`config.mk`:
```
export PLATFORM = sky130hd
export DESIGN_NAME = uart_cmd_rx
export DESIGN_NICKNAME = d
export VERILOG_FILES = /design/src/rtl/pps_pkg.sv /design/src/rtl/uart_rx_byte.sv /design/src/rtl/uart_cmd_rx.sv
export SDC_FILE = /design/constraint.sdc
export NUM_CORES = 1
export LEC_CHECK = 0
export ABC_AREA = 1
export CAP_MARGIN = 0
export CORE_MARGIN = 1
export CORE_UTILIZATION = 50
export CTS_CLUSTER_SIZE = 20
export DETAILED_ROUTE_END_ITERATION = 12
export PLACE_DENSITY = 0.79
export SYNTH_ARGS = -nofsm -noshare
export SYNTH_HDL_FRONTEND = slang
export SYNTH_HIERARCHICAL = 1
export SYNTH_SLANG_ARGS = --single-unit
```
`constraint.sdc`:
```
create_clock -name i_clk -period 3.09 [get_ports i_clk]
set_input_delay 0.618 -clock i_clk [delete_from_list [all_inputs] [get_ports i_clk]]
set_output_delay 0.618 -clock i_clk [all_outputs]
set_load 0.03 [all_outputs]
```
`src/rtl/pps_pkg.sv`:
```
// Shared constants and encodings for the 1PPS control path.
// Includes the UART timing default, ASCII codes, FSM states and character helpers.
package pps_pkg;
  localparam int unsigned CLK_HZ            = 50_000_000;
  localparam int unsigned BAUD              = 115_200;
  localparam int unsigned CLKS_PER_BIT_DFLT = (CLK_HZ + BAUD / 2) / BAUD;

  localparam logic [7:0] CHR_S  = 8'h53;
  localparam logic [7:0] CHR_O  = 8'h4F;
  localparam logic [7:0] CHR_CR = 8'h0D;
  localparam logic [7:0] CHR_LF = 8'h0A;
  localparam logic [7:0] CHR_0  = 8'h30;
  localparam logic [7:0] CHR_1  = 8'h31;

  typedef enum logic [1:0] {RX_IDLE, RX_START, RX_DATA, RX_STOP} rx_state_t;
  typedef enum logic [2:0] {P_IDLE, P_GOT_S, P_GOT_O, P_WAIT_EOL, P_DISCARD} prs_state_t;

  function automatic logic is_eol(input logic [7:0] c);
    return (c == CHR_CR) || (c == CHR_LF);
  endfunction

  // Returns {valid, nibble}.
  function automatic logic [4:0] hex_nib(input logic [7:0] c);
    if (c >= 8'h30 && c <= 8'h39)      return {1'b1, c[3:0]};
    else if (c >= 8'h41 && c <= 8'h46) return {1'b1, c[3:0] + 4'd9};
    else if (c >= 8'h61 && c <= 8'h66) return {1'b1, c[3:0] + 4'd9};
    else                               return 5'b0;
  endfunction
endpackage

```
`src/rtl/uart_rx_byte.sv`:
```
// 8N1 UART byte receiver: two-flop synchronizer, mid-bit sampling.
// A framing error drops the byte; the FSM returns to idle at mid-stop so frames may abut.
module uart_rx_byte
  import pps_pkg::*;
#(
  parameter int unsigned CLKS_PER_BIT = CLKS_PER_BIT_DFLT
) (
  input  logic       i_clk,
  input  logic       i_res_n,
  input  logic       i_rx,
  output logic [7:0] o_rx_data,
  output logic       o_rx_valid,
  output logic       o_frame_err
);
  localparam int unsigned CNT_W = $clog2(CLKS_PER_BIT);
  localparam logic [CNT_W-1:0] FULL = CNT_W'(CLKS_PER_BIT - 1);
  localparam logic [CNT_W-1:0] HALF = CNT_W'(CLKS_PER_BIT / 2 - 1);

  logic [1:0]       r_sync;
  logic             w_rx;
  rx_state_t        r_state, w_state_nxt;
  logic [CNT_W-1:0] r_cnt;
  logic [2:0]       r_bit;
  logic [7:0]       r_shreg;
  logic             w_half, w_full;

  assign w_rx      = r_sync[1];
  assign w_half    = (r_cnt == HALF);
  assign w_full    = (r_cnt == FULL);
  assign o_rx_data = r_shreg;

  always_comb begin
    w_state_nxt = r_state;
    case (r_state)
      RX_IDLE:  if (!w_rx) w_state_nxt = RX_START;
      RX_START: if (w_half) w_state_nxt = w_rx ? RX_IDLE : RX_DATA;
      RX_DATA:  if (w_full && r_bit == 3'd7) w_state_nxt = RX_STOP;
      RX_STOP:  if (w_full) w_state_nxt = RX_IDLE;
      default:  w_state_nxt = RX_IDLE;
    endcase
  end

  always_ff @(posedge i_clk or negedge i_res_n) begin
    if (!i_res_n) begin
      r_sync      <= 2'b11;
      r_state     <= RX_IDLE;
      r_cnt       <= '0;
      r_bit       <= '0;
      r_shreg     <= '0;
      o_rx_valid  <= 1'b0;
      o_frame_err <= 1'b0;
    end else begin
      r_sync      <= {r_sync[0], i_rx};
      r_state     <= w_state_nxt;
      o_rx_valid  <= 1'b0;
      o_frame_err <= 1'b0;
      case (r_state)
        RX_START: begin
          r_cnt <= w_half ? '0 : r_cnt + 1'b1;
          r_bit <= '0;
        end
        RX_DATA: begin
          if (w_full) begin
            r_cnt   <= '0;
            r_shreg <= {w_rx, r_shreg[7:1]};
            r_bit   <= r_bit + 1'b1;
          end else r_cnt <= r_cnt + 1'b1;
        end
        RX_STOP: begin
          if (w_full) begin
            r_cnt       <= '0;
            o_rx_valid  <= w_rx;
            o_frame_err <= !w_rx;
          end else r_cnt <= r_cnt + 1'b1;
        end
        default: r_cnt <= '0;
      endcase
    end
  end
endmodule

```
`src/rtl/uart_cmd_rx.sv`:
```
// Host command receiver: "S0"/"S1" sets PPS sync enable, "Ohhhhhhhh" loads the PPS offset.
// Lines end in CR or LF; malformed lines and framing errors pulse o_cmd_err once per line.
module uart_cmd_rx
  import pps_pkg::*;
#(
  parameter int unsigned CLKS_PER_BIT = CLKS_PER_BIT_DFLT,
  parameter int unsigned OFS_W        = 32
) (
  input  logic             i_clk,
  input  logic             i_res_n,
  input  logic             i_uart_rx,
  output logic             o_pps_sync_en,
  output logic [OFS_W-1:0] o_pps_offset,
  output logic             o_offset_upd,
  output logic             o_cmd_err,
  output logic [7:0]       o_err_cnt
);
  logic [7:0] w_rx_data;
  logic       w_rx_valid, w_frame_err;

  uart_rx_byte #(.CLKS_PER_BIT(CLKS_PER_BIT)) u_rx (
    .i_clk       (i_clk),
    .i_res_n     (i_res_n),
    .i_rx        (i_uart_rx),
    .o_rx_data   (w_rx_data),
    .o_rx_valid  (w_rx_valid),
    .o_frame_err (w_frame_err)
  );

  prs_state_t  r_state, w_state_nxt;
  logic [31:0] r_shreg;
  logic [3:0]  r_dcnt;
  logic        r_is_o, r_pend_s, r_err_sent;
  logic        w_eol;
  logic [4:0]  w_hex;
  logic        w_commit_s, w_commit_o, w_err, w_clr, w_shift, w_load_s, w_mark;

  assign w_eol = is_eol(w_rx_data);
  assign w_hex = hex_nib(w_rx_data);

  always_comb begin
    w_state_nxt = r_state;
    w_commit_s  = 1'b0;
    w_commit_o  = 1'b0;
    w_err       = 1'b0;
    w_clr       = 1'b0;
    w_shift     = 1'b0;
    w_load_s    = 1'b0;
    w_mark      = 1'b0;
    if (w_frame_err) begin
      w_err = 1'b1;
      if (r_state != P_IDLE) begin
        w_state_nxt = P_DISCARD;
        w_mark      = 1'b1;
      end
    end else if (w_rx_valid) begin
      case (r_state)
        P_IDLE: begin
          if (w_eol) w_state_nxt = P_IDLE;
          else if (w_rx_data == CHR_S) w_state_nxt = P_GOT_S;
          else if (w_rx_data == CHR_O) begin
            w_state_nxt = P_GOT_O;
            w_clr       = 1'b1;
          end else w_state_nxt = P_DISCARD;
        end
        P_GOT_S: begin
          if (w_rx_data == CHR_0 || w_rx_data == CHR_1) begin
            w_state_nxt = P_WAIT_EOL;
            w_load_s    = 1'b1;
          end else w_state_nxt = P_DISCARD;
        end
        P_GOT_O: begin
          if (w_hex[4]) begin
            w_shift = 1'b1;
            if (r_dcnt == 4'd7) w_state_nxt = P_WAIT_EOL;
          end else if (w_eol) begin
            w_err       = 1'b1;
            w_state_nxt = P_IDLE;
          end else w_state_nxt = P_DISCARD;
        end
        P_WAIT_EOL: begin
          if (w_eol) begin
            w_commit_s  = !r_is_o;
            w_commit_o  = r_is_o;
            w_state_nxt = P_IDLE;
          end else w_state_nxt = P_DISCARD;
        end
        P_DISCARD: begin
          // A line already reported by a framing error is not reported again at its EOL.
          if (w_eol) begin
            w_err       = !r_err_sent;
            w_state_nxt = P_IDLE;
          end
        end
        default: w_state_nxt = P_IDLE;
      endcase
    end
  end

  always_ff @(posedge i_clk or negedge i_res_n) begin
    if (!i_res_n) begin
      r_state       <= P_IDLE;
      r_shreg       <= '0;
      r_dcnt        <= '0;
      r_is_o        <= 1'b0;
      r_pend_s      <= 1'b0;
      r_err_sent    <= 1'b0;
      o_pps_sync_en <= 1'b0;
      o_pps_offset  <= '0;
      o_offset_upd  <= 1'b0;
      o_cmd_err     <= 1'b0;
      o_err_cnt     <= '0;
    end else begin
      r_state      <= w_state_nxt;
      o_offset_upd <= w_commit_o;
      o_cmd_err    <= w_err;
      if (w_err && o_err_cnt != 8'hFF) o_err_cnt <= o_err_cnt + 1'b1;
      if (w_commit_s) o_pps_sync_en <= r_pend_s;
      if (w_commit_o) o_pps_offset <= r_shreg[OFS_W-1:0];
      if (w_mark) r_err_sent <= 1'b1;
      else if (r_state == P_IDLE) r_err_sent <= 1'b0;
      if (w_clr) begin
        r_shreg <= '0;
        r_dcnt  <= '0;
        r_is_o  <= 1'b1;
      end else if (w_shift) begin
        r_shreg <= {r_shreg[27:0], w_hex[3:0]};
        r_dcnt  <= r_dcnt + 1'b1;
      end
      if (w_load_s) begin
        r_pend_s <= w_rx_data[0];
        r_is_o   <= 1'b0;
      end
    end
  end
endmodule

```
==> summary.md, run 1 <==
| Metric | Value |
|---|---|
| Status | finished clean |
| CP Capture Type | register |
| Final Core Density | 0.5984 |
| Via count | 3767 |
| Worst Setup Start Kind | register |
| Setup TNS | 0 ps |
| Synth area leaders | dfrtp_1 (52%), nand2_1 (10%), o21ai_2 (6.0%), inv_1 (5.2%), o21ai_0 (3.9%) |
| Synth area leader | dfrtp_1 |
| Syn Nets | 581 |
| Hold buffer count at cts | 0 |
| Die footprint | 10890 µm² |
| Core area | 9955 µm² |
| EDFF count, synth | 0 |
| Static Leak | 2.902 nW |
| Yosys cell types | 37 |
| TritonRoute pass-1 iters | 5 |
| Final nets | 627 |
| CTS tree | built |
| Relative slew margins | 0.6196 |
| WL final | 9250 µm |
| Critical R2R Launch | u_rx/o_rx_data[0] |
| Post-CTS Setup Repair Bufs | 0 |
| Area grow syn2layout | 13.74% |
| Register bit total from synthesis | 111 |
| CTS HTree Levels | 3 |
| First-pass GRT wire length | 16530 µm |
| Dominant synthesized flop cell | dfrtp_1 |
| Fmax | 460.9 MHz |
| Max VDD drop | 317.5 µV |
| FF-to-FF path depth | 10 |
| DR WL/cell | 12.33 µm |
| Async S/R FF share, synth | 1.000 |
| Layout cell share with drive strength beyond 1 | 0.1459 |
| Yosys Warn Count | 6 |
| Total CTS buffers | 9 |
| Clock Latency Late Sink | 370 ps |
| Met1 Use GR | 0.2293 |
| GRT Util Overall | 0.1835 |
| RSZ-0062 raised after global routing | no |
| CP max FO | 31 |
| R2R Path End | r_shreg[24] |
| Die Width | 104.3 µm |
| Pwr dens | 388.4 nW/µm² |
| # port buffers | 45 |
| Setup violators final | 0 |
| Detail Placement HPWL | 6574 µm |
| Ant diodes | 0 |
| IO Count | 46 |
| Worst path most repeated cell | nand2_4 |
| Max incr delay on CP | 490 ps |
| Row cnt | 36 |
| Max Clock Skew | 13.60 ps |
| Post-Syn Area | 5238 µm² |
| Critical-path cell list | inv_1 > ha_1 > nand3b_2 > nand3_4 > nand2_4 > nand2_4 > nand2_2 > nand2_4 > clkinv_4 > o21ai_0 |
| Sequential share of the synthesized area | 0.5308 |
| Crit path DAT | 2450 ps |
| Slowest library cell on the worst path | dfrtp_1 |
| Critical path data required time | 3370 ps |
| Max clock buf depth | 2 |
| Min Tclk post-route | 2170 ps |
| Initial antenna violation count | 0 |
| Drt via density | 5.023 |
| Clk root buf | clkbuf_8 |
| Non-filler instance count after layout | 750 |
| CTS clk-pin slew, worst paths | 110 ps |
| Placed instance count | 734 |
| Overflow left after global routing | 0 |
| # DRC | 0 |
| Top-area cell type share of the netlist area | 0.5208 |
| R2R setup slack | 920 ps |
| Worst setup margin | 920.4 ps |
| Largest net degree at the start of global routing | 108 |
| Cells after synthesis | 566 |
| Gpl congestion | 0.9525 |
| Period utilization | 0.7021 |
| Final Hold Fails | 0 |
| Detailed Route Iter0 Violations | 194 |
| Max-slew violations | 0 |
| Grt met2 use | 0.3236 |
| Final ANT Viol Nets | 0 |
| GRT Max-Usage Layer | met2 |
| Max-Cap Viols | 0 |
| Syn avg cell area | 9.254 µm² |
| Number of global-route vias before repair | 3692 |
| Power Total | 2.314 mW |
| Sink Count | 111 |
| Met3 Track Usage GR | 0.03070 |
| Critical setup path kind | register to register |
| Post-CTS Resized | 0 |
| Tightest Hold Check Type | input port to async pin |
| Chip height | 104.3 µm |
| Tightest Pin Transition | 570.6 ps |
| Initial Util | 0.5261 |
| Post-place setup slack | 954.4 ps |
layer usage:
| metal | wire (µm) | vias up |
|---|---|---|
| li1 | - | 1879 |
| met1 | 4130 | 1809 |
| met2 | 4757 | 69 |
| met3 | 256 | 10 |
| met4 | 105 | 0 |
| met5 | 0 | - |
how the worst max path moves through the flow:
| stage | slack [ps] | to | from | depth (start not counted) |
|---|---|---|---|---|
| 6_report | 920 | r_shreg[24] | u_rx/o_rx_data[0] | 10 |
| 5_1_grt | 750 | r_shreg[24] | u_rx/o_rx_data[0] | 10 |
| 4_1_cts | 920 | r_shreg[24] | u_rx/o_rx_data[0] | 10 |
| 3_5_place_dp | 950 | r_shreg[24] | u_rx/o_rx_data[0] | 10 |
| 3_3_place_gp | 1050 | r_shreg[24] | u_rx/o_rx_data[0] | 10 |
| 2_1_floorplan | 1310 | r_dcnt[0] | u_rx/o_rx_data[0] | 11 |
metrics by stage:
stage | cell area [µm²] | hold slack, ps
2_1_floorplan | 5238 | 322.4
3_3_place_gp | 5769 | 346.9
3_5_place_dp | 5769 | 346.8
4_1_cts | 5957 | 15.84
5_1_grt | 5957 | 8.702
6_report | 5957 | 27.50
worst max-delay path, delay by kind of cell, from the launching register on:
family	cells	cell delay, ps
AO/OA/AOI/OAI	1	240
buffers and inverters	2	400
AND/OR/NAND/NOR	6	710
adder cells (fa/ha/maj)	1	220
flip-flops	1	490
registers in the layout (all words and copies together), names as in the netlist, 2 cells and up, named ones only:
signal and flops:
u_rx/r_cnt 9, o_pps_offset 32, o_err_cnt 8, u_rx/o_rx_data 8, u_rx/r_bit 3, r_dcnt 4, u_rx/r_sync 2, r_state 3
r_shreg 32
placed cells by master (no fill, tap or decap), types with 9 or more instances in the layout:
cell type and instances:
nand2_1 144, dfrtp_1 109, inv_1 72, clkdlybuf4s50_1 44
o21ai_0 41, o21ai_2 36, nand3_1 35, nor2_1 33
ha_1 12, xor2_1 11, clkbuf_8 9
cell type report:
type	count	area, µm²
repair buffers	48	483.0
clock inverters	6	60.06
multi-input cells	365	2041
inverters	77	299.0
fillers	861	3998
well taps	133	166.4
flip-flops and latches	111	2780
clock buffers	10	127.6
Yosys cell counts, types with 3 or more instances:
library cell / n
nand2_1: 144
xor2_1: 11
ha_1: 12
nand3_1: 35
o21ai_2: 36
inv_1: 72
nor2_2: 4
buf_8: 3
xnor2_1: 3
nand2_2: 5
a21oi_1: 5
nand4_1: 6
buf_6: 4
nand2_4: 5
o21ai_0: 41
nor2_1: 33
nor3_1: 6
buf_2: 4
a21oi_2: 3
dfrtp_1: 109
inv_2: 3
cell families after synthesis:
family | Yosys count | synth area share
AND/OR/NAND/NOR | 251 | 0.2241
AO/OA/AOI/OAI | 88 | 0.1135
buffers and inverters | 90 | 0.07955
flip-flops | 111 | 0.5308
XOR/XNOR | 14 | 0.02341
adder cells (fa/ha/maj) | 12 | 0.02867
power by group:
part	leakage [nW]	internal (mW)	switching, mW
sequential	1.53	1.45	0.000515
combinational	1.28	0.00470	0.0282
clock	0.0968	0.317	0.509
total	2.90	1.78	0.538
No activity file was read; power rests on OpenSTA's default activity.
==> inputs of run 2 (changes only) <==
- PLACE_DENSITY: 0.79 -> 0.81
- clock period: 3.09 -> 1.87 ns (I/O delays scaled with it)
==> summary.md, run 2 (same netlist as run 1, synthesis figures left out) <==
| Metric | Value |
|---|---|
| Initial Util | 0.5261 |
| Max-Cap Viols | 0 |
| Number of global-route vias before repair | 3835 |
| IO Count | 46 |
| Relative slew margins | 0.7345 |
| # port buffers | 45 |
| Area grow syn2layout | 19.14% |
| Crit path DAT | 1440 ps |
| Slowest library cell on the worst path | clkdlybuf4s50_1 |
| Sink Count | 111 |
| Clock Latency Late Sink | 380 ps |
| CP max FO | 2 |
| Min Tclk post-route | 1816 ps |
| Critical setup path kind | register to output port |
| Max incr delay on CP | 670 ps |
| Largest net degree at the start of global routing | 64 |
| WL final | 10370 µm |
| Static Leak | 3.103 nW |
| CP Capture Type | output port |
| Final nets | 645 |
| First-pass GRT wire length | 17330 µm |
| Crit path max-delay family | buffers and inverters |
| Die footprint | 10890 µm² |
| CTS HTree Levels | 3 |
| Final hold slack | 362.7 ps |
| Initial antenna violation count | 0 |
| Max Clock Skew | 24.38 ps |
| Tightest Pin Transition | 397.0 ps |
| Row cnt | 36 |
| Layout cell share with drive strength beyond 1 | 0.1811 |
| Max-slew violations | 0 |
| Bufs and invs on worst path | 1 |
| Leading cell types in the layout, fill and taps excluded | nand2_1 (143), dfrtp_1 (108), inv_1 (70) |
| Clock power frac | 0.365 |
| Tightest Hold Check Type | register to register |
| Clk root buf | clkbuf_8 |
| # DRC | 0 |
| Final Core Density | 0.6268 |
| Part of the power in registers | 0.619 |
| Sw frac | 0.2421 |
| TritonRoute pass-1 iters | 5 |
| Status | finished clean |
| Placement Cell Area | 5892 µm² |
| Period utilization | 0.9711 |
| Core area | 9955 µm² |
| Via count | 3920 |
| Max clock buf depth | 2 |
| Detailed Route Iter0 Violations | 187 |
| Sw power | 0.9397 mW |
| CTS tree | built |
| Drt via density | 5.104 |
| Pwr dens | 621.9 nW/µm² |
| Logic pwr share | 0.016 |
| Most common cell after layout, fill and taps aside | nand2_1 |
| Worst Setup Start Kind | register |
| Final ANT Viol Nets | 0 |
| Total CTS buffers | 9 |
| FILL cells | 805 |
| Fmax | 550.7 MHz |
| Setup violators final | 0 |
| Critical path data required time | 1500 ps |
| Top Registers | o_pps_offset x32, r_shreg x32, u_rx/r_cnt x9 |
| Overflow left after global routing | 0 |
| Gpl congestion | 0.9472 |
| DR WL/cell | 13.51 µm |
| GRT Util Overall | 0.1969 |
| Ant diodes | 0 |
| Chip height | 104.3 µm |
| Internal Power | 2.941 mW |
| Fin area | 6240 µm² |
| Critical-path cell list | clkdlybuf4s50_1 |
| CTS clk-pin slew, worst paths | 120 ps |
| Max VDD drop | 360.8 µV |
| Detail Placement HPWL | 7100 µm |
| Setup TNS | 0 ps |
| Die Width | 104.3 µm |
| Final Hold Fails | 0 |
-- run 2: power groups by stage --
stage | Clock (mW) | Sequential, mW | Combinational, mW
after floorplan | 0 | 2.45 | 0.00130
final | 1.42 | 2.40 | 0.0610
after global routing | 1.54 | 2.40 | 0.0722
after detailed placement | 0 | 2.45 | 0.0627
after CTS | 1.44 | 2.40 | 0.0648
after global placement | 0 | 2.45 | 0.0617
-- run 2: routing by layer --
metal / vias up / global-route usage / part of all wire
met4: 0 / 0.07653 / 0.020
met3: 19 / 0.02632 / 0.029
met1: 1901 / 0.2453 / 0.43
met2: 80 / 0.3458 / 0.52
li1: 1920 / - / -
met5: - / 0 / 0
-- run 2: repair_timing --
action / CTS / global route
pin swaps: 0 / 4
endpoints found under the hold margin: 26 / 0
setup buffers: 2 / 4
gates cloned: 0 / 3
hold buffers: 1 / 0
resized for setup: 7 / 14
endpoints found under the setup margin: 10 / 71
-- run 2: path summary, 6_finish.rpt --
check                                        from               end  slack [ps]  cells past startpoint
worst max-delay path             o_pps_offset[25]  o_pps_offset[25]          50                      1
worst min-delay path               u_rx/r_sync[0]    u_rx/r_sync[1]         360                      0
worst max register to register  u_rx/o_rx_data[0]       r_shreg[19]          80                     11
worst min register to register     u_rx/r_sync[0]    u_rx/r_sync[1]         360                      0
max in group asynchronous                 i_res_n    u_rx/r_sync[0]         840                      3
min in group asynchronous                 i_res_n  o_pps_offset[19]         430                      2
-- run 2: cell type report --
cell class,count,area (µm²),area share
flip-flops and latches,111,2781,0.4458
multi-input cells,365,2071,0.3319
repair buffers,66,725.7,0.1163
inverters,77,299.0,0.04792
well taps,133,166.4,0.02667
clock buffers,9,123.9,0.01985
clock inverters,7,72.57,0.01163
-- run 2: through the flow --
stage | total power [mW] | cells | worst slack (ps)
floorplan | 2.452 | 566 | 94.17
global placement | 2.512 | 742 | 86.22
detailed placement | 2.513 | 742 | -6.334
CTS | 3.913 | 761 | 8.380
global route | 4.016 | 768 | -29.96
finish | 3.881 | 768 | 54.04
